===== src/rtl/hog_image_bank_loader_if.sv =====
// Pixel stream handshake between a raster-order pixel source and the bank loader.
//   s_pix_valid : source has a pixel on s_pix_data
//   s_pix_data  : pixel value, P_WIDTH bits
//   s_pix_ready : loader accepts the pixel this cycle (valid & ready)
// master = pixel source, slave = loader.
interface hog_image_bank_loader_if #(
    parameter int unsigned P_WIDTH = 8
) ();
    logic               s_pix_valid;
    logic [P_WIDTH-1:0] s_pix_data;
    logic               s_pix_ready;

    modport master (
        output s_pix_valid,
        output s_pix_data,
        input  s_pix_ready
    );

    modport slave (
        input  s_pix_valid,
        input  s_pix_data,
        output s_pix_ready
    );
endinterface


===== src/rtl/hog_image_bank_loader.sv =====
// Loads one raster-order image frame into four interleaved RAM banks. Pixel (r, c) goes to
// bank {r[0], c[0]} at address (r>>1)*ceil(width/2) + (c>>1), so each bank holds one phase of
// a 2x2 polyphase split. A one-cycle start pulse follows the final write.
//
// Ports:
//   aclk, arest_n          clock, synchronous active-low reset
//   load_req               pulse; starts a frame load when idle
//   cfg_width, cfg_height  frame dimensions, sampled on an accepted load_req
//   pix                    pixel stream (slave side of hog_image_bank_loader_if)
//   initial_{wea,ena}_k    bank k write strobe/enable (registered, one cycle per write)
//   initial_addra_k        bank k write address (holds when bank not written)
//   initial_dina_k         bank k write data (holds when bank not written)
//   row_signal             number of fully written rows of the current frame
//   start                  one-cycle pulse the cycle after the final write strobe
//   busy                   high while pixels are being accepted
//   cfg_err                sticky flag: a load_req with illegal dimensions was rejected
module hog_image_bank_loader #(
    parameter int unsigned RAM_AW  = 17,
    parameter int unsigned P_WIDTH = 8,
    parameter int unsigned MAX_DIM = 136
) (
    input  logic                aclk,
    input  logic                arest_n,
    input  logic                load_req,
    input  logic [15:0]         cfg_width,
    input  logic [15:0]         cfg_height,
    hog_image_bank_loader_if.slave pix,
    output logic                initial_wea_0,
    output logic                initial_wea_1,
    output logic                initial_wea_2,
    output logic                initial_wea_3,
    output logic                initial_ena_0,
    output logic                initial_ena_1,
    output logic                initial_ena_2,
    output logic                initial_ena_3,
    output logic [RAM_AW-1:0]   initial_addra_0,
    output logic [RAM_AW-1:0]   initial_addra_1,
    output logic [RAM_AW-1:0]   initial_addra_2,
    output logic [RAM_AW-1:0]   initial_addra_3,
    output logic [P_WIDTH-1:0]  initial_dina_0,
    output logic [P_WIDTH-1:0]  initial_dina_1,
    output logic [P_WIDTH-1:0]  initial_dina_2,
    output logic [P_WIDTH-1:0]  initial_dina_3,
    output logic [31:0]         row_signal,
    output logic                start,
    output logic                busy,
    output logic                cfg_err
);

    typedef enum logic [1:0] {StIdle, StLoad, StFin} state_e;

    state_e              state_q, state_d;
    logic [15:0]         width_q, width_d;
    logic [15:0]         height_q, height_d;
    logic [RAM_AW-1:0]   hw_q, hw_d;            // half width, rounded up
    logic [15:0]         col_q, col_d;
    logic [15:0]         row_q, row_d;
    logic [RAM_AW-1:0]   row_base_q, row_base_d; // (row>>1) * hw, accumulated per row pair
    logic [31:0]         row_cnt_q, row_cnt_d;
    logic [3:0]          wea_q, wea_d;
    logic [RAM_AW-1:0]   addr_q [4];
    logic [RAM_AW-1:0]   addr_d [4];
    logic [P_WIDTH-1:0]  din_q [4];
    logic [P_WIDTH-1:0]  din_d [4];
    logic                start_q, start_d;
    logic                err_q, err_d;

    logic        accept;
    logic        cfg_legal;
    logic [1:0]  bank;
    logic [16:0] width_p1;

    assign accept    = pix.s_pix_valid && (state_q == StLoad);
    assign bank      = {row_q[0], col_q[0]};
    assign width_p1  = {1'b0, cfg_width} + 17'd1;
    assign cfg_legal = (cfg_width != 16'd0) && (cfg_height != 16'd0) &&
                       ({16'd0, cfg_width} <= MAX_DIM) && ({16'd0, cfg_height} <= MAX_DIM);

    always_comb begin
        state_d    = state_q;
        width_d    = width_q;
        height_d   = height_q;
        hw_d       = hw_q;
        col_d      = col_q;
        row_d      = row_q;
        row_base_d = row_base_q;
        row_cnt_d  = row_cnt_q;
        wea_d      = 4'b0000;
        addr_d     = addr_q;
        din_d      = din_q;
        start_d    = 1'b0;
        err_d      = err_q;

        unique case (state_q)
            StIdle: begin
                if (load_req) begin
                    if (cfg_legal) begin
                        width_d    = cfg_width;
                        height_d   = cfg_height;
                        hw_d       = RAM_AW'(width_p1[16:1]);
                        col_d      = 16'd0;
                        row_d      = 16'd0;
                        row_base_d = '0;
                        row_cnt_d  = 32'd0;
                        state_d    = StLoad;
                    end else begin
                        err_d = 1'b1;
                    end
                end
            end
            StLoad: begin
                if (accept) begin
                    wea_d[bank]  = 1'b1;
                    addr_d[bank] = row_base_q + RAM_AW'(col_q >> 1);
                    din_d[bank]  = pix.s_pix_data;
                    if (col_q == width_q - 16'd1) begin
                        col_d     = 16'd0;
                        row_d     = row_q + 16'd1;
                        // Counted on the same edge that registers the row's last strobe.
                        row_cnt_d = row_cnt_q + 32'd1;
                        // Leaving an odd row starts the next row pair in the banks.
                        if (row_q[0]) begin
                            row_base_d = row_base_q + hw_q;
                        end
                        if (row_q == height_q - 16'd1) begin
                            state_d = StFin;
                        end
                    end else begin
                        col_d = col_q + 16'd1;
                    end
                end
            end
            StFin: begin
                // The final strobe is visible during this cycle; start follows it.
                start_d = 1'b1;
                state_d = StIdle;
            end
            default: begin
                state_d = StIdle;
            end
        endcase
    end

    always_ff @(posedge aclk) begin
        if (!arest_n) begin
            state_q    <= StIdle;
            width_q    <= 16'd0;
            height_q   <= 16'd0;
            hw_q       <= '0;
            col_q      <= 16'd0;
            row_q      <= 16'd0;
            row_base_q <= '0;
            row_cnt_q  <= 32'd0;
            wea_q      <= 4'b0000;
            addr_q     <= '{default: '0};
            din_q      <= '{default: '0};
            start_q    <= 1'b0;
            err_q      <= 1'b0;
        end else begin
            state_q    <= state_d;
            width_q    <= width_d;
            height_q   <= height_d;
            hw_q       <= hw_d;
            col_q      <= col_d;
            row_q      <= row_d;
            row_base_q <= row_base_d;
            row_cnt_q  <= row_cnt_d;
            wea_q      <= wea_d;
            addr_q     <= addr_d;
            din_q      <= din_d;
            start_q    <= start_d;
            err_q      <= err_d;
        end
    end

    assign pix.s_pix_ready = (state_q == StLoad);
    assign busy            = (state_q == StLoad);
    assign start           = start_q;
    assign cfg_err         = err_q;
    assign row_signal      = row_cnt_q;

    assign initial_wea_0   = wea_q[0];
    assign initial_wea_1   = wea_q[1];
    assign initial_wea_2   = wea_q[2];
    assign initial_wea_3   = wea_q[3];
    assign initial_ena_0   = wea_q[0];
    assign initial_ena_1   = wea_q[1];
    assign initial_ena_2   = wea_q[2];
    assign initial_ena_3   = wea_q[3];
    assign initial_addra_0 = addr_q[0];
    assign initial_addra_1 = addr_q[1];
    assign initial_addra_2 = addr_q[2];
    assign initial_addra_3 = addr_q[3];
    assign initial_dina_0  = din_q[0];
    assign initial_dina_1  = din_q[1];
    assign initial_dina_2  = din_q[2];
    assign initial_dina_3  = din_q[3];

endmodule


===== src/flat_wrapper.sv =====
// flat-port wrapper written by rule: the top's interface ports become plain ports
module hog_image_bank_loader_flat 
#(
    parameter int unsigned RAM_AW  = 17,
    parameter int unsigned P_WIDTH = 8,
    parameter int unsigned MAX_DIM = 136
)
  (aclk, arest_n, load_req, cfg_width, cfg_height, initial_wea_0, initial_wea_1, initial_wea_2, initial_wea_3, initial_ena_0, initial_ena_1, initial_ena_2, initial_ena_3, initial_addra_0, initial_addra_1, initial_addra_2, initial_addra_3, initial_dina_0, initial_dina_1, initial_dina_2, initial_dina_3, row_signal, start, busy, cfg_err, pix_s_pix_valid, pix_s_pix_data, pix_s_pix_ready);
  hog_image_bank_loader_if #(.P_WIDTH(P_WIDTH)) pix_i ();
  input  logic aclk;
  input  logic arest_n;
  input  logic load_req;
  input  logic [15:0] cfg_width;
  input  logic [15:0] cfg_height;
  output logic initial_wea_0;
  output logic initial_wea_1;
  output logic initial_wea_2;
  output logic initial_wea_3;
  output logic initial_ena_0;
  output logic initial_ena_1;
  output logic initial_ena_2;
  output logic initial_ena_3;
  output logic [RAM_AW-1:0] initial_addra_0;
  output logic [RAM_AW-1:0] initial_addra_1;
  output logic [RAM_AW-1:0] initial_addra_2;
  output logic [RAM_AW-1:0] initial_addra_3;
  output logic [P_WIDTH-1:0] initial_dina_0;
  output logic [P_WIDTH-1:0] initial_dina_1;
  output logic [P_WIDTH-1:0] initial_dina_2;
  output logic [P_WIDTH-1:0] initial_dina_3;
  output logic [31:0] row_signal;
  output logic start;
  output logic busy;
  output logic cfg_err;
  input wire logic [$bits(pix_i.s_pix_valid)-1:0] pix_s_pix_valid;
  input wire logic [$bits(pix_i.s_pix_data)-1:0] pix_s_pix_data;
  output wire logic [$bits(pix_i.s_pix_ready)-1:0] pix_s_pix_ready;
  assign pix_i.s_pix_valid = pix_s_pix_valid;
  assign pix_i.s_pix_data = pix_s_pix_data;
  assign pix_s_pix_ready = pix_i.s_pix_ready;
  hog_image_bank_loader #(.RAM_AW(RAM_AW), .P_WIDTH(P_WIDTH), .MAX_DIM(MAX_DIM)) u_core (.aclk(aclk), .arest_n(arest_n), .load_req(load_req), .cfg_width(cfg_width), .cfg_height(cfg_height), .pix(pix_i), .initial_wea_0(initial_wea_0), .initial_wea_1(initial_wea_1), .initial_wea_2(initial_wea_2), .initial_wea_3(initial_wea_3), .initial_ena_0(initial_ena_0), .initial_ena_1(initial_ena_1), .initial_ena_2(initial_ena_2), .initial_ena_3(initial_ena_3), .initial_addra_0(initial_addra_0), .initial_addra_1(initial_addra_1), .initial_addra_2(initial_addra_2), .initial_addra_3(initial_addra_3), .initial_dina_0(initial_dina_0), .initial_dina_1(initial_dina_1), .initial_dina_2(initial_dina_2), .initial_dina_3(initial_dina_3), .row_signal(row_signal), .start(start), .busy(busy), .cfg_err(cfg_err));
endmodule

===== config.mk =====
export PLATFORM = sky130hd
export DESIGN_NAME = hog_image_bank_loader_flat
export DESIGN_NICKNAME = d
export VERILOG_FILES = /design/src/rtl/hog_image_bank_loader_if.sv /design/src/rtl/hog_image_bank_loader.sv /design/src/flat_wrapper.sv
export SDC_FILE = /design/constraint.sdc
export NUM_CORES = 1
export LEC_CHECK = 0
export ABC_AREA = 1
export ABC_CLOCK_PERIOD_IN_PS = 2250
export CORE_ASPECT_RATIO = 0.5
export CORE_MARGIN = 2
export CORE_UTILIZATION = 50
export CTS_CLUSTER_SIZE = 20
export DETAILED_ROUTE_END_ITERATION = 8
export PLACE_DENSITY = 0.78
export SLEW_MARGIN = 20
export SYNTH_ARGS = -nofsm -noshare
export SYNTH_HDL_FRONTEND = slang
export SYNTH_SLANG_ARGS = --single-unit

===== constraint.sdc =====
create_clock -name aclk -period 2.25 [get_ports aclk]
set_input_delay 0.45 -clock aclk [delete_from_list [all_inputs] [get_ports aclk]]
set_output_delay 0.45 -clock aclk [all_outputs]
set_load 0.01 [all_outputs]

* Yosys cells after proc, flatten, opt, wreduce, memory -nomap -nowiden
Cells that the tools add are included.
** Storage, ports and cells
- Bits in registers :: 237
- Bits of input ports :: 44
- Output and inout port bits :: 144
** Cells by class
- $add $sub $neg :: 8
- $lt $le $gt $ge :: 6
- Eq/ne operators :: 10
- Mux-type cells :: 34
- Bitwise operators :: 2
- Reductions and logical operators :: 18
** Operators by type and width (number)
- 32-bit 2-to-1 mux :: 4
- 17-bit 2-to-1 mux :: 6
- 16-bit 2-to-1 mux :: 6
- 68-bit bitwise mux :: 1
- 16-bit one-hot mux with 2 select lines :: 2
- 32-bit one-hot mux with 2 select lines :: 1
- 17-bit demux with 2-bit select :: 1
- 17-bit one-hot mux with 2 select lines :: 1
- 16-bit by 1-bit adder with 16-bit output (second input constant) :: 2
- 32-bit by 1-bit adder with 32-bit output (second input constant) :: 1
- 32-bit bitwise mux :: 1
- 16-bit equality test :: 2
- 16-bit by 8-bit less-or-equal comparator with 1-bit output (second input constant) :: 2
- 16-bit nonzero test :: 2
- 16-bit by 1-bit subtractor with 16-bit output (second input constant) :: 2
- 16-bit by 1-bit adder with 17-bit output (second input constant) :: 1
- 17-bit by 15-bit adder with 17-bit output :: 1
- 17-bit by 16-bit adder with 17-bit output :: 1
- 8-bit demux with 2-bit select :: 1
- 2-bit 2-to-1 mux :: 5
- 2-bit by 1-bit inequality test with 1-bit output (second input constant) :: 5
- 5-bit AND reduction :: 2
- 3-bit AND reduction :: 3
- 8-bit 2-to-1 mux :: 1
- 18 further kinds :: 24

* Longest topological paths before layout
Gate-level depths: netlist of the first run.
- Word-level depth :: 7
- Mapped depth :: 19

* Worst setup path before layout of the first run
Ideal clock, no wire load.
- Path kind :: reg2reg
- Start point :: reg u_core.col_q[1]
- End point :: reg u_core.addr_q (netlist bit u_core.initial_addra_0[14])
- Data arrival time :: 2.293 ns
- Data required time :: 2.141 ns
- Slack :: -0.152 ns
- Cell stages (with the launch flop) :: 16
- Cells stage by stage :: dfxtp_1 -> ha_1 -> inv_1 -> fa_1 -> o21ai_0 -> a21oi_1 -> o21ai_0 -> nand2_1 -> nor2_1 -> nor2_1 -> inv_1 -> nand2_1 -> nand3_1 -> nand3_1 -> nand2_1 -> inv_1
** Between the ends
- Word-level cells in the longest chain between the ends :: 2
** Ends and longest elaborated chain
- start, declared :: RTL line hog_image_bank_loader.sv:56 : logic [15:0] col_q, col_d;
- start signal, assigned :: RTL line hog_image_bank_loader.sv:164 : col_q <= col_d;
- 17-bit by 15-bit adder with 17-bit output :: RTL line hog_image_bank_loader.sv:114 : addr_d[bank] = row_base_q + RAM_AW'(col_q >> 1);
- 68-bit bitwise mux :: RTL line hog_image_bank_loader.sv:114
- end signal, assigned :: RTL line hog_image_bank_loader.sv:169 : addr_q <= addr_d;
- end, declared :: RTL line hog_image_bank_loader.sv:61 : logic [RAM_AW-1:0] addr_q [4];
No other way between the ends.
A chain may end at the register's enable or synchronous reset.

* Worst setup path after layout of the first run
- Start point :: reg u_core.width_q[1]
- End point :: reg u_core.row_q[10]
** Between the ends
- Word-level cells in the longest chain between the ends :: 4
** Ends and longest elaborated chain
- start, declared :: RTL line hog_image_bank_loader.sv:53 : logic [15:0] width_q, width_d;
- start signal, assigned :: RTL line hog_image_bank_loader.sv:161 : width_q <= width_d;
- 16-bit by 1-bit subtractor with 16-bit output :: RTL line hog_image_bank_loader.sv:116 : if (col_q == width_q - 16'd1) begin
- 16-bit equality test :: RTL line hog_image_bank_loader.sv:116
- 2-bit by 1-bit inequality test with 1-bit output (no line)
- 5-bit AND reduction (no line)
- end signal, assigned :: RTL line hog_image_bank_loader.sv:165 : row_q <= row_d;
- end, declared :: RTL line hog_image_bank_loader.sv:57 : logic [15:0] row_q, row_d;
No other way between the ends.

==> flow_metrics.env, run 1 <==
export IMPL_post_dp_hpwl_um=27060
export IMPL_peakVddDrop_mv=0.4650
export IMPL_dp_cells=2455
export IMPL_final_cell_area_mm2=0.01721
export IMPL_drt_first_pass_iters=5
export IMPL_start_util=0.5162
export IMPL_cap_violations=0
export IMPL_async_flop_share=0
export IMPL_synth_warnings=0
export IMPL_htreeDepth=1
export IMPL_failed_checks="negative setup slack"
export IMPL_p_leak_nw=7.954
export IMPL_cts_sinks=237
export IMPL_min_path_type="in -> reg"
export IMPL_crit_arrival_ns=2.77
export IMPL_synth_avg_cell_area_um2=6.769
export IMPL_drc=0
export IMPL_syn_num_nets=1939
export IMPL_synth_edf_count=0
export IMPL_clock_skew_ns=0.02045
export IMPL_rsz0062_at_grt="true"
export IMPL_fmax_ghz=0.4268
export IMPL_io_pins=188
export IMPL_fin_ws_ns=-0.09302
export IMPL_yosysSeqAreaShare=0.3779
export IMPL_cp_required_ns=2.68
export IMPL_synthXorXnorAreaFrac=0.05411
export IMPL_drtAntennaViolNets=0
export IMPL_finalCritPeriodShare=1.041
export IMPL_power_frac_clock=0.466
export IMPL_end_kind="flip-flop"
export IMPL_cts_clk_slew_worst_paths_ns=0.06
export IMPL_pre_cts_ws_ns=-0.4129
export IMPL_dieArea_mm2=0.02647
export IMPL_setup_viol=47
export IMPL_fill_cells=1928
export IMPL_slowest_stage="dfxtp_2"
export IMPL_dr_first_iter_drc_count=858
export IMPL_grt_busiest_layer="met2"
export IMPL_grt_ovfl_total=0
export IMPL_crit_chain="buf_6, nor2_4, nand2_2, nor2_4, nand2_1, nand3_1, nand3_2, nor3_2, nand2_2, a21oi_4, buf_6, buf_12, nand2_2, o21ai_1, nor2_1"
export IMPL_routedWlPerCell_um=15.24
export IMPL_final_max_slew_violation_count=0
export IMPL_synth_top_family_by_area="simple AND/OR/NAND/NOR gates"
export IMPL_synth_compound_area_frac=0.1178
export IMPL_cts_root_buffer="clkbuf_16"
export IMPL_synth_seq_cells=237
export IMPL_grt_pass1_vias=12030
export IMPL_nets=2242
export IMPL_wl_um=38240
export IMPL_grtUsageMet1=0.3518
export IMPL_placed_area_mm2=0.01583
export IMPL_slew_headroom=0.6203
export IMPL_power_total_mw=8.446
export IMPL_dieWidth_um=228.1
export IMPL_hold_viol_final=0
export IMPL_muxShareOfSynthArea=0
export IMPL_status="finished with violations"
export IMPL_cts_hold_fix_buffers=0
export IMPL_core_mm2=0.02432
export IMPL_portBuffers=187
export IMPL_start_kind="flip-flop"
export IMPL_grt_use_total=0.2711
export IMPL_cts_made_buffers=23
export IMPL_ys_flop_type="dfxtp_1"
export IMPL_finalCriticalPeriod_ns=2.343
export IMPL_synth_cells=1855
export IMPL_n_antenna_cell=0
export IMPL_synth_area_mm2=0.01256
export IMPL_timing_hold_ws_ns=0.3761
export IMPL_grt_pass1_wl_um=58720
export IMPL_antenna_found_initial=0
export IMPL_rows=40
export IMPL_grt_util_met2=0.4663
export IMPL_crit_type="reg -> reg"
export IMPL_tightest_slew_ns=0.5655
export IMPL_cts_buffer_depth=3
export IMPL_power_frac_comb=0.037
export IMPL_synthAdderAreaFrac=0.04106
export IMPL_p_switching_mw=1.919
export IMPL_avgViaCountPerCell=5.202
export IMPL_die_h_um=116.1
export IMPL_cpMostUsedCell="nand2_2"
export IMPL_use_met3=0.05413
export IMPL_intPower_mw=6.527
export IMPL_yosysUniqueCellTypes=46
export IMPL_synthSimpleGateAreaFrac=0.3088
export IMPL_clk_latency_ns=0.55
export IMPL_max_stage_delay_ns=0.34
export IMPL_fin_cells=2509
export IMPL_final_common_cell="nor2_1"
export IMPL_syn2layout_area_growth_pct=37.09
export IMPL_p_per_area_mw_per_mm2=490.7
export IMPL_cts_tree="yes"
export IMPL_p_sw_frac=0.2272
export IMPL_vias=13050
export IMPL_gp_congestion=0.9449
export IMPL_grt_max_degree=65
export IMPL_most_common_layout_cells="nor2_1 (327), nand2_1 (292), inv_1 (238)"
export IMPL_worst_path_max_fanout=7
export IMPL_p_seq_frac=0.497
export IMPL_drive_gt1_frac=0.1514
## kinds of logic (layout without fill, tap and decap cells)
group,Yosys count,in the layout
and+or+nand+nor,905,905
buffers and inverters,316,634
DFF,237,237
xor gates and xnor gates,76,76
AOI/OAI and AO/OA,281,281
adders and majority gates,40,40
## worst max-delay path, delay by kind of cell (launching register included)
family / cells / cell delay (ns)
and+or+nand+nor: 10 / 1.19
buffers and inverters: 3 / 0.38
AOI/OAI and AO/OA: 2 / 0.32
DFF: 1 / 0.34
## state kept, by name, indices dropped and copies added (netlist names), 17 cells and up
register / cells
u_core.initial_addra_0: 17
u_core.initial_addra_1: 17
u_core.initial_addra_2: 17
u_core.initial_addra_3: 17
u_core.row_base_q: 17
u_core.row_signal: 32
## routing by layer
metal	routed length [µm]	vias up
met4	995	0
met5	0	-
li1	-	6544
met1	16840	6006
met2	17630	421
met3	2775	82
## per-stage QoR
stage / TNS [ns] / utilization
global placement: -28.99 / 0.6506
detailed placement: -34.97 / 0.6506
CTS: 0 / 0.6852
floorplan: 0 / -
finish: -2.345 / 0.7077
global route: -13.41 / 0.7077
## layout make-up
cell class | instances | area [µm²] | area share
sequential | 237 | 4760 | 0.2765
inverter | 248 | 930.9 | 0.05408
tap | 336 | 420.4 | 0.02442
multi-input combinational | 1302 | 7012 | 0.4074
timing repair buffer | 346 | 3344 | 0.1943
clock buffer | 34 | 666.9 | 0.03874
clock inverter | 6 | 78.83 | 0.004579
## power by group through the flow
stage	logic, mW	clock network [mW]	registers, mW
global route	0.340	4.16	4.19
finish	0.314	3.94	4.19
global placement	0.297	0	4.29
CTS	0.300	3.98	4.20
detailed placement	0.298	0	4.29
floorplan	0.111	0	4.29
## synth_stat cells (2+ instances only)
cell type    n  area share
or2_1        2      0.0010
fa_1         2      0.0032
ha_1        38       0.038
inv_2        6      0.0018
nor2_2       3      0.0015
nor2_1     343        0.10
a21oi_1    105       0.042
o21ai_0    150       0.060
nor2_4       4      0.0036
o211ai_1     8      0.0048
or2_2        6      0.0030
buf_1        7      0.0021
buf_2        5      0.0020
xnor2_1     21       0.015
nor4_1      13      0.0065
buf_4       12      0.0072
inv_1      241       0.072
clkbuf_1    41       0.012
dfxtp_1    237        0.38
xor2_1      54       0.038
nand3b_1     4      0.0024
o21ai_1      2     0.00080
o21bai_1     6      0.0036
nor3_1      39       0.016
nor3b_1      4      0.0024
nand4_1     42       0.021
a21o_1       3      0.0018
nand3_1    124       0.049
nor3_2       2      0.0016
nand2_2      7      0.0035
nand2_1    307       0.092
buf_6        3      0.0027
## final timing paths
check,startpoint,endpoint,slack [ns],cells past startpoint
setup reg to reg,u_core.width_q[1],u_core.row_q[10],-0.09,15
setup / recovery,u_core.width_q[1],u_core.row_q[10],-0.09,15
hold / removal,arest_n,u_core.row_q[0],0.38,3
hold reg to reg,u_core.state_q[0],u_core.start,0.44,1
## repair_timing
item                                    CTS  global route
endpoints found under the setup margin   92           113
buffers inserted                          3             8
resized for setup                        23           125
endpoints found under the hold margin     0             0
pin swaps                                 7            33
gates cloned                              0             3
Power figures use the tool's default switching activity.
==> run 2, diff against run 1 <==
--- a/config.mk
+++ b/config.mk
@@ -12,6 +12,7 @@
 export CORE_UTILIZATION = 50
 export CTS_CLUSTER_SIZE = 20
 export DETAILED_ROUTE_END_ITERATION = 8
+export GPL_ROUTABILITY_DRIVEN = 0
 export PLACE_DENSITY = 0.78
 export SLEW_MARGIN = 20
 export SYNTH_ARGS = -nofsm -noshare
==> run 2 against run 1 <==
  * The run still ends with negative setup slack left
  * Register-to-register slack worse by 0.02 ns
  * Clock skew is 0.0017 ns higher
  * Via count is 2.8% higher
  * Combinational power hardly changed
  * Design area is 2.7% higher
  * Largest power group unchanged
  * Non-clock buffer count is 3 higher
  * Count of clock-buffer cells in the layout is 5 lower
  * Sequential share of layout area is 0.74 points lower
  * Critical path depth is 2 lower
==> flow_metrics.env, run 2 (synthesis results as in run 1) <==
export IMPL_crit_arrival_ns=2.76
export IMPL_p_leak_nw=8.142
export IMPL_fin_ws_ns=-0.1159
export IMPL_setup_viol=53
export IMPL_most_common_layout_cells="nor2_1 (323), nand2_1 (272), inv_1 (237)"
export IMPL_syn2layout_area_growth_pct=40.75
export IMPL_drc=0
export IMPL_min_to="u_core.row_signal[0]"
export IMPL_rows=40
export IMPL_grt_use_total=0.2681
export IMPL_io_pins=188
export IMPL_cts_buffer_depth=3
export IMPL_finalCritPeriodShare=1.051
export IMPL_end_kind="flip-flop"
export IMPL_regToRegSetupSlack_ns=-0.12
export IMPL_crit_type="reg -> reg"
export IMPL_slowest_stage="dfxtp_1"
export IMPL_max_stage_delay_ns=0.32
export IMPL_cts_root_buffer="clkbuf_16"
export IMPL_die_h_um=116.1
export IMPL_core_mm2=0.02432
export IMPL_drtAntennaViolNets=0
export IMPL_worst_path_max_fanout=5
export IMPL_hold_start="arest_n"
export IMPL_largest_reg_flops=32
export IMPL_cts_tree="yes"
export IMPL_grt_pass1_wl_um=58350
export IMPL_min_path_type="in -> reg"
export IMPL_cts_made_buffers=22
export IMPL_hold_viol_final=0
export IMPL_n_antenna_cell=0
export IMPL_drt_first_pass_iters=5
export IMPL_grt_ovfl_total=0
export IMPL_status="finished with violations"
export IMPL_cap_violations=0
export IMPL_final_util=0.7265
export IMPL_portBuffers=187
export IMPL_rsz0062_at_grt="true"
export IMPL_tightest_slew_ns=0.6683
export IMPL_slew_headroom=0.5513
export IMPL_antenna_found_initial=0
export IMPL_dp_cells=2449
export IMPL_cts_hold_fix_buffers=0
export IMPL_reg2reg_from="u_core.width_q[5]"
export IMPL_start_kind="flip-flop"
export IMPL_clock_skew_ns=0.02218
export IMPL_fmax_ghz=0.4227
export IMPL_r2r_end="u_core.col_q[12]"
export IMPL_clk_latency_ns=0.55
export IMPL_final_max_slew_violation_count=0
export IMPL_wl_um=39930
export IMPL_drive_gt1_frac=0.1752
export IMPL_routedWlPerCell_um=15.90
export IMPL_avgViaCountPerCell=5.345
export IMPL_dieArea_mm2=0.02647
export IMPL_nets=2244
export IMPL_start_util=0.5162
export IMPL_fin_setup_tns_ns=-2.555
export IMPL_htreeDepth=1
export IMPL_reg2reg_depth=13
export IMPL_grt_pass1_vias=11810
export IMPL_final_common_cell="nor2_1"
export IMPL_dieWidth_um=228.1
export IMPL_crit_chain="buf_4, inv_1, nand2_1, nor2_4, xor2_1, nand3_2, nor3_4, nand2_4, a21oi_4, buf_6, clkbuf_16, buf_8, nor3_2"
export IMPL_vias=13420
export IMPL_cts_clk_slew_worst_paths_ns=0.07
export IMPL_failed_checks="negative setup slack"
export IMPL_cp_required_ns=2.65
export IMPL_cts_sinks=237
export IMPL_p_per_area_mw_per_mm2=483.2
export IMPL_post_dp_hpwl_um=26760
export IMPL_peakVddDrop_mv=0.3978
export IMPL_grt_max_degree=97
export IMPL_fin_cells=2511
export IMPL_pre_cts_ws_ns=-0.4525
export IMPL_dr_first_iter_drc_count=1078
export IMPL_hold_path_depth=3
export IMPL_finalCriticalPeriod_ns=2.366
==> run 2: timing repair <==
item                       4_1_cts  5_1_grt
pin swaps                       10       66
cloned                           0        9
setup endpoints to repair       55      120
buffers inserted                 4       10
resized for setup               22      206
==> run 2: worst max path at each step <==
stage | from | endpoint | cells after the start
floorplan | u_core.col_q[1] | u_core.initial_addra_0[14] | 15
global placement | cfg_width[0] | u_core.height_q[7] | 13
detailed placement | cfg_width[0] | u_core.hw_q[6] | 13
CTS | u_core.width_q[1] | u_core.row_q[8] | 17
global route | u_core.width_q[5] | u_core.row_q[8] | 15
finish | u_core.width_q[5] | u_core.col_q[12] | 13
==> run 2: stage by stage <==
stage                     cell area, µm²  hold WS, ns  power, mW
after floorplan                    12560       0.4111      4.403
after global placement             15810       0.4248      4.585
after detailed placement           15810       0.4356      4.586
after CTS                          16660       0.2794      8.554
after global routing               17670       0.2959      8.785
final                              17670       0.3002      8.539
==> run 2: layout make-up <==
cell class / instances / area [µm²]
inverters: 248 / 930.9
clock buffers: 29 / 616.8
multi-input cells: 1302 / 7321
fillers: 1875 / 6651
repair buffers: 349 / 3481
clock inverters: 10 / 146.4
flip-flops and latches: 237 / 4756
well taps: 336 / 420.4
==> run 2: routing by layer <==
layer	track usage	share of wire
met5	0	0
met4	0.07102	0.028
met3	0.05438	0.079
met2	0.4539	0.46
met1	0.3536	0.43
==> run 2: power breakdown <==
part / internal (mW) / switching (mW) / leakage [nW] / total [mW]
clock network: 2.29 / 1.74 / 0.373 / 4.03
registers: 4.19 / 0.000699 / 1.91 / 4.19
logic: 0.148 / 0.168 / 5.86 / 0.315
==> run 2: critical path, delay by kind of cell (launching register included) <==
family          cells  cell delay, ns
compound gates      1            0.21
xor+xnor            1            0.20
buf+inv             5            0.69
flops               1            0.32
simple gates        6            0.80
==> run 3, diff against run 2 <==
--- a/config.mk
+++ b/config.mk
@@ -7,13 +7,16 @@
 export LEC_CHECK = 0
 export ABC_AREA = 1
 export ABC_CLOCK_PERIOD_IN_PS = 2250
+export CELL_PAD_IN_SITES_DETAIL_PLACEMENT = 1
+export CELL_PAD_IN_SITES_GLOBAL_PLACEMENT = 2
 export CORE_ASPECT_RATIO = 0.5
 export CORE_MARGIN = 2
-export CORE_UTILIZATION = 50
+export CORE_UTILIZATION = 27
 export CTS_CLUSTER_SIZE = 20
 export DETAILED_ROUTE_END_ITERATION = 8
 export GPL_ROUTABILITY_DRIVEN = 0
-export PLACE_DENSITY = 0.78
+export PLACE_DENSITY_LB_ADDON = 0.1
+export RECOVER_POWER = 100
 export SLEW_MARGIN = 20
 export SYNTH_ARGS = -nofsm -noshare
 export SYNTH_HDL_FRONTEND = slang
==> run 3 against run 2 <==
  * The run still ends with negative setup slack left
  * Final cell count is 14% higher
  * Combinational power is 11% higher
  * Non-clock buffer count is 46 higher
  * Via count is 3.2% lower
  * Utilization is 32 points lower
  * Critical endpoint is now u_core.row_q[6]
  * Highest routed layer unchanged
==> flow_metrics.env, run 3 (synthesis results as in run 1) <==
export IMPL_antenna_found_initial=0
export IMPL_fmax_ghz=0.4281
export IMPL_syn2layout_area_growth_pct=45.99
export IMPL_wl_um=46330
export IMPL_routedWlPerCell_um=16.25
export IMPL_finalCritPeriodShare=1.038
export IMPL_cp_required_ns=2.73
export IMPL_drt_first_pass_iters=6
export IMPL_cts_root_buffer="clkbuf_16"
export IMPL_final_max_slew_violation_count=0
export IMPL_fill_cells=5676
export IMPL_vias=12990
export IMPL_dr_first_iter_drc_count=424
export IMPL_reg2reg_depth=16
export IMPL_grt_max_degree=66
export IMPL_cts_tree="yes"
export IMPL_drc=0
export IMPL_fin_ws_ns=-0.08577
export IMPL_nets=2293
export IMPL_drtAntennaViolNets=0
export IMPL_tightest_slew_ns=0.9195
export IMPL_cts_clk_slew_worst_paths_ns=0.07
export IMPL_p_leak_nw=8.762
export IMPL_worst_path_max_fanout=6
export IMPL_htreeDepth=1
export IMPL_min_path_type="reg -> reg"
export IMPL_p_per_area_mw_per_mm2=480.5
export IMPL_multiInputGateArea_mm2=0.007372
export IMPL_grt_ovfl_total=0
export IMPL_status="finished with violations"
export IMPL_start_kind="flip-flop"
export IMPL_rows=55
export IMPL_grt_use_total=0.1881
export IMPL_cap_violations=0
export IMPL_post_dp_hpwl_um=34480
export IMPL_n_antenna_cell=0
export IMPL_io_pins=188
export IMPL_end_kind="flip-flop"
export IMPL_rsz0062_at_grt="true"
export IMPL_hold_path_depth=2
export IMPL_dieWidth_um=309.0
export IMPL_timing_hold_ws_ns=0.4527
export IMPL_final_common_cell="nor2_1"
export IMPL_start_util=0.2756
export IMPL_cts_made_buffers=25
export IMPL_setup_viol=46
export IMPL_die_h_um=156.5
export IMPL_most_common_layout_cells="nor2_1 (324), nand2_1 (263), inv_1 (238)"
export IMPL_drive_gt1_frac=0.1929
export IMPL_clock_skew_ns=0.02681
export IMPL_hold_viol_final=0
export IMPL_clk_latency_ns=0.57
export IMPL_final_seq_area_mm2=0.004760
export IMPL_avgViaCountPerCell=4.557
export IMPL_peakVddDrop_mv=0.5288
export IMPL_crit_arrival_ns=2.82
export IMPL_slew_headroom=0.3870
export IMPL_dp_cells=2783
export IMPL_grt_pass1_wl_um=72520
export IMPL_grt_pass1_vias=13220
export IMPL_fin_cells=2851
export IMPL_cts_sinks=237
export IMPL_largest_reg_flops=32
export IMPL_cts_buffer_depth=3
export IMPL_core_mm2=0.04556
export IMPL_dieArea_mm2=0.04835
export IMPL_power_total_mw=8.808
export IMPL_finalCriticalPeriod_ns=2.336
export IMPL_portBuffers=187
export IMPL_crit_type="reg -> reg"
export IMPL_failed_checks="negative setup slack"
==> run 3: cell count changes in the layout (fill, tap and decap cells not counted), sizes merged <==
cell	before	now
clkdlybuf4s50	184	43
dlymetal6s2s	1	0
dlygate4sd2	1	0
clkdlybuf4s25	0	2
buf	157	192
bufinv	3	1
dlygate4sd3	0	141
clkbuf	35	55
clkinv	6	2
==> run 3: per-layer routing <==
layer | track usage | vias up | wire (µm)
li1 | - | 6659 | -
met1 | 0.2522 | 6167 | 22350
met2 | 0.3253 | 127 | 21910
met5 | 0 | - | 0
met3 | 0.02858 | 39 | 1418
met4 | 0.02797 | 0 | 646
==> run 3: worst max-delay path: stages, from the launching register on <==
cell	delay (ns)
dfxtp_4	0.36
buf_4	0.15
nor2_1	0.10
nand2_1	0.10
nor2_4	0.16
buf_4	0.13
xor2_1	0.05
nor2_1	0.12
nand2_2	0.07
nor2_4	0.14
nand2_4	0.12
a21oi_4	0.17
buf_6	0.17
buf_12	0.14
buf_4	0.11
nand2_2	0.04
a21oi_2	0.12
==> run 3: where the power goes <==
group	switching [mW]	internal, mW
clock	1.90	2.36
combinational	0.188	0.163
sequential	0.000612	4.19
total	2.09	6.72
==> run 3: what timing repair did <==
action                                  CTS  global route
cloned                                    1             2
endpoints found under the setup margin  120           146
pin swaps                                30            62
setup buffers                            16            11
gates resized for setup                  96           167
hold buffers                              0             0
==> run 3: worst paths after layout <==
kind,start,end,slack [ns]
min,u_core.hw_q[15],u_core.hw_q[15],0.45
max,u_core.width_q[4],u_core.row_q[6],-0.09
min reg2reg,u_core.hw_q[15],u_core.hw_q[15],0.45
max reg2reg,u_core.width_q[4],u_core.row_q[6],-0.09
==> run 3: through the flow <==
stage                     cell area, µm²  setup WS [ns]    util  TNS (ns)
after detailed placement           16470        -0.5264  0.3615    -52.47
final                              18330       -0.08577  0.4024    -2.287
after CTS                          17730       -0.08094  0.3893    -1.349
after global placement             16470        -0.5196  0.3615    -48.15
after global routing               18330        -0.2399  0.4024    -18.15
after floorplan                    12560        0.02129       -         0
==> run 3: cell type report <==
class	instances	share of cell area
Clock buffer	38	0.04007
Clock inverter	4	0.003413
Inverter	248	0.05092
Multi-Input combinational cell	1302	0.4022
Sequential cell	237	0.2597
Tap cell	627	0.04280
Timing Repair Buffer	395	0.2010
